--- src/rtl/wb_arbiter_pkg.sv ---
// wb_arbiter_pkg: shared state encodings, default timeout and counter width helper
package wb_arbiter_pkg;
  typedef enum logic [1:0] {
    ARB_IDLE   = 2'd0,
    ARB_GRANT0 = 2'd1,
    ARB_GRANT1 = 2'd2
  } arb_state_e;
  localparam int DEFAULT_TIMEOUT = 255;
  function automatic int cnt_width(input int n);
    return n > 0 ? $clog2(n + 1) : 1;
  endfunction
endpackage

--- src/rtl/wb_arbiter_bus_watchdog.sv ---
// bus_watchdog: counts unanswered strobed cycles and strobes timeout when the limit is reached
module bus_watchdog
  import wb_arbiter_pkg::*;
#(
  parameter int TIMEOUT_CYCLES = DEFAULT_TIMEOUT
) (
  input  logic clk_i,
  input  logic rst_ni,
  input  logic active_i,
  input  logic resp_i,
  output logic timeout_o
);
  localparam int W = cnt_width(TIMEOUT_CYCLES);
  logic [W-1:0] count;
  assign timeout_o = (TIMEOUT_CYCLES != 0) && active_i && !resp_i && (count == W'(TIMEOUT_CYCLES));
  always_ff @(posedge clk_i)
    count <= (!rst_ni || TIMEOUT_CYCLES == 0 || !active_i || resp_i || timeout_o) ? '0 : count + 1'b1;
endmodule

--- src/rtl/wb_arbiter.sv ---
// wb_arbiter: two-master Wishbone classic arbiter with cycle-lock grants and bus watchdog
module wb_arbiter
  import wb_arbiter_pkg::*;
#(
  parameter int FIXED_PRIORITY = 1,
  parameter int TIMEOUT_CYCLES = DEFAULT_TIMEOUT
) (
  input  logic        clk_i,
  input  logic        rst_ni,
  input  logic        m0_cyc_i,
  input  logic        m0_stb_i,
  input  logic        m0_we_i,
  input  logic [31:0] m0_adr_i,
  input  logic [3:0]  m0_sel_i,
  input  logic [31:0] m0_dat_i,
  output logic [31:0] m0_dat_o,
  output logic        m0_ack_o,
  output logic        m0_err_o,
  output logic        m0_rty_o,
  input  logic        m1_cyc_i,
  input  logic        m1_stb_i,
  input  logic        m1_we_i,
  input  logic [31:0] m1_adr_i,
  input  logic [3:0]  m1_sel_i,
  input  logic [31:0] m1_dat_i,
  output logic [31:0] m1_dat_o,
  output logic        m1_ack_o,
  output logic        m1_err_o,
  output logic        m1_rty_o,
  output logic        s_cyc_o,
  output logic        s_stb_o,
  output logic        s_we_o,
  output logic [31:0] s_adr_o,
  output logic [3:0]  s_sel_o,
  output logic [31:0] s_dat_o,
  input  logic [31:0] s_dat_i,
  input  logic        s_ack_i,
  input  logic        s_err_i,
  input  logic        s_rty_i,
  output logic [1:0]  grant_o,
  output logic        timeout_o
);
  arb_state_e state, state_n;
  logic last_grant, g0, g1, cyc_raw, stb_raw, timeout;
  assign g0 = state == ARB_GRANT0;
  assign g1 = state == ARB_GRANT1;
  assign cyc_raw = g0 ? m0_cyc_i : g1 ? m1_cyc_i : 1'b0;
  assign stb_raw = g0 ? m0_stb_i : g1 ? m1_stb_i : 1'b0;
  bus_watchdog #(.TIMEOUT_CYCLES(TIMEOUT_CYCLES)) u_wdog (
    .clk_i    (clk_i),
    .rst_ni   (rst_ni),
    .active_i (cyc_raw && stb_raw),
    .resp_i   (s_ack_i || s_err_i || s_rty_i),
    .timeout_o(timeout)
  );
  always_ff @(posedge clk_i) begin
    if (!rst_ni) begin
      state      <= ARB_IDLE;
      last_grant <= 1'b1;
    end else begin
      state <= state_n;
      if (state == ARB_IDLE && state_n != ARB_IDLE) last_grant <= state_n == ARB_GRANT1;
    end
  end
  always_comb begin
    state_n = ARB_IDLE;
    case (state)
      ARB_IDLE:   state_n = (m0_cyc_i && m1_cyc_i) ? ((FIXED_PRIORITY != 0 || last_grant) ? ARB_GRANT0 : ARB_GRANT1)
                          : m0_cyc_i ? ARB_GRANT0 : m1_cyc_i ? ARB_GRANT1 : ARB_IDLE;
      ARB_GRANT0: state_n = m0_cyc_i ? ARB_GRANT0 : ARB_IDLE;
      ARB_GRANT1: state_n = m1_cyc_i ? ARB_GRANT1 : ARB_IDLE;
      default:    state_n = ARB_IDLE;
    endcase
  end
  always_comb begin
    s_cyc_o   = cyc_raw && !timeout;
    s_stb_o   = stb_raw && !timeout;
    s_we_o    = g0 ? m0_we_i  : g1 ? m1_we_i  : 1'b0;
    s_adr_o   = g0 ? m0_adr_i : g1 ? m1_adr_i : '0;
    s_sel_o   = g0 ? m0_sel_i : g1 ? m1_sel_i : '0;
    s_dat_o   = g0 ? m0_dat_i : g1 ? m1_dat_i : '0;
    m0_dat_o  = g0 ? s_dat_i : '0;
    m0_ack_o  = g0 && s_ack_i;
    m0_err_o  = g0 && (s_err_i || timeout);
    m0_rty_o  = g0 && s_rty_i;
    m1_dat_o  = g1 ? s_dat_i : '0;
    m1_ack_o  = g1 && s_ack_i;
    m1_err_o  = g1 && (s_err_i || timeout);
    m1_rty_o  = g1 && s_rty_i;
    grant_o   = {g1, g0};
    timeout_o = timeout;
  end
endmodule

--- config.mk ---
export PLATFORM = sky130hd
export DESIGN_NAME = wb_arbiter
export DESIGN_NICKNAME = d
export VERILOG_FILES = /design/src/rtl/wb_arbiter_pkg.sv /design/src/rtl/wb_arbiter_bus_watchdog.sv /design/src/rtl/wb_arbiter.sv
export SDC_FILE = /design/constraint.sdc
export NUM_CORES = 1
export LEC_CHECK = 0
export ABC_AREA = 0
export CAP_MARGIN = 40
export CORE_AREA = 2 2 126 128
export CTS_CLUSTER_SIZE = 30
export DETAILED_ROUTE_END_ITERATION = 8
export DIE_AREA = 0 0 128 130
export PLACE_DENSITY = 0.48
export SETUP_SLACK_MARGIN = 0.5
export SLEW_MARGIN = 30
export SYNTH_ARGS = -nofsm -noshare
export SYNTH_HDL_FRONTEND = slang
export SYNTH_SLANG_ARGS = --single-unit
--- constraint.sdc ---
create_clock -name clk_i -period 3.6 [get_ports clk_i]
set_input_delay 0.36 -clock clk_i [delete_from_list [all_inputs] [get_ports clk_i]]
set_output_delay 0.36 -clock clk_i [all_outputs]
set_load 0.05 [all_outputs]
==> results.cfg <==
[min_path]
hold_end = u_wdog.count[0]
min_path_cells = 1
hold_path.class = flip-flop to flip-flop
hold_path_startpoint = u_wdog.count[0]

[clocking]
htree_levels = 1
cts_hold_buf = 0
insertion_delay_ps = 240
clk_pin_slew_ps = 40
root_buffer = clkbuf_16
numClockSinks = 10
cts-resized-gates = 0
cts_setup_buffers = 0
cts_buffers = 3
clockBufferDepth = 2
cts_tree = yes

[synth]
syn_nets = 404
yosysSeqAreaShare = 0.116
syn_inst = 224
synth_top_area_frac = 0.350
synth_edf_count = 0
ys_top_cells_by_count = and2_1 (71), a22o_1 (69), buf_2 (16), dfxtp_1 (10), buf_4 (7)
synth_top_cell_by_area = a22o_1
synth_area_um2 = 1730
synth_seq_cells = 10
async_flop_share = 0
yosys-top-cells-area = a22o_1 (35%), and2_1 (26%), dfxtp_1 (12%)
avgSynthCellArea_um2 = 7.71
ys_types = 29
synth_flop_cell = dfxtp_1
ys_warn_count = 0
synthMostInstantiatedCell = and2_1

[setup_path]
crit_type = flip-flop to output pin
worstReg2RegEnd = u_wdog.count[4]
critPathLaunchType = flip-flop
rr_worst_depth = 4
worstPathMaxFanout = 10
worst_setup_path_end_kind = output pin
reg2reg_from = u_wdog.count[0]
r2r_slack_ps = 2140
cp.required_ps = 3240
arrival_ps = 2450

[routing]
viasPerCell = 4.09
routed_wl_mm = 12.4
drt-pass1-iter-count = 4
routedWlPerCell_um = 17.3
num_vias = 2931
drc = 0
ant_nets = 0
drt_iter0_markers = 88

[floorplan]
dieWidth_um = 128
die_y_um = 130
die-area_um2 = 16600
io_pins = 323
start_util = 0.112
core_area_um2 = 15400
rows = 46

[global_routing]
first_global_vias = 2822
overflow = 0
grt_max_degree = 109
track_usage = 0.129
grt_pass1_wl_mm = 16.6
antenna_found_initial = 0

[placed_design]
globalplace.congestion = 0.821
dpl.cell_count = 713
dp_hpwl_mm = 10.0
io_buffers = 322

[timing]
worst_slew_pin_slew_ps = 580
maxSlewHeadroom = 0.612
slew_viol_final = 0
fmax_mhz = 356
finalClockSkew_ps = 1.20
finalSetupTns_ps = 0
rsz0062_at_grt = false
hold_viol_final = 0
period_share = 0.779
setup_viol = 0
finalCriticalPeriod_ps = 2810
whs_ps = 487

[finish]
layout.cells.non_filler = 716
drive_above_1_share = 0.0248
nNetsFinal = 706
area_growth_pct = 199
antenna_cells = 0

[pwr]
p_leak_nw = 1.88
vdd_drop_max_v = 0.000105
power.density_nw_per_um2 = 204

[outcome]
status = finished, final reports clean

[run]
maxCapViolations = 0
## layout by cell type, fill, tap and decap left out, types with 2 or more instances in the layout
master,count
a211oi_2,2
a21oi_1,3
a22o_1,69
a22oi_1,2
and2_1,71
and4b_1,2
buf_12,2
clkbuf_16,3
clkdlybuf4s50_1,322
dfxtp_1,10
nand2_1,4
nand3_1,5
nor2b_4,2
nor3_1,5
o21ai_0,4
o21ai_1,2
or3_1,3
xnor2_1,2
## through the flow
step | total power [mW] | instance area [um2] | setup slack [ps] | util
2_1_floorplan | 0.494 | 1730 | 1400 | -
3_3_place_gp | 0.863 | 5080 | 962 | 0.329
3_5_place_dp | 0.862 | 5080 | 993 | 0.329
4_1_cts | 1.06 | 5160 | 779 | 0.334
5_1_grt | 1.09 | 5160 | 635 | 0.334
6_report | 1.05 | 5160 | 795 | 0.334
## how the worst max path moves through the flow
stage | cells past startpoint | startpoint | slack, ps | to
finish | 5 | u_wdog.count[0] | 790 | timeout_o
CTS | 5 | u_wdog.count[0] | 780 | timeout_o
floorplan | 5 | u_wdog.count[0] | 1400 | s_cyc_o
global placement | 5 | m1_cyc_i | 960 | m0_err_o
global route | 5 | u_wdog.count[0] | 640 | timeout_o
detailed placement | 5 | m1_cyc_i | 990 | m1_err_o
## registers in the layout, indices dropped and copies added, names as in the netlist
register and cells:
u_wdog.count 8, state 2
## report_power, final
group | internal, mW | switching, mW
Clock | 0.144 | 0.0494
Combinational | 0.343 | 0.401
Sequential | 0.113 | 0.00193
Total | 0.599 | 0.452
## area by class of cell
class,instances,area (um2)
timing repair buffer,324,3260
fill,1582,10300
sequential,10,200
multi-input combinational,186,1380
tap,192,240
inverter,1,3.75
clock buffer,3,75.1
## worst max-delay path, cell delays in order (launching register included)
cell and delay [ps]:
dfxtp_1 360, ha_1 220, and3_2 240, and2_1 390, and2_1 190, clkdlybuf4s50_1 800
## cells by family (layout without fill, tap and decap cells)
| group | Yosys count | count (layout) | share of synthesized area |
|---|---|---|---|
| AND/OR/NAND/NOR | 98 | 98 | 0.354 |
| AO/OA/AOI/OAI | 84 | 84 | 0.411 |
| buffers and inverters | 28 | 328 | 0.0964 |
| flip-flops | 10 | 10 | 0.116 |
| XOR/XNOR | 3 | 3 | 0.0152 |
| adder cells (fa/ha/maj) | 1 | 1 | 0.00725 |
## metal layers
layer  GRT usage  share of wire
met1       0.151           0.40
met2       0.246           0.52
met3      0.0320          0.087
met4      0.0136         0.0023
met5           0              0
No activity file was read; power rests on OpenSTA's default activity.
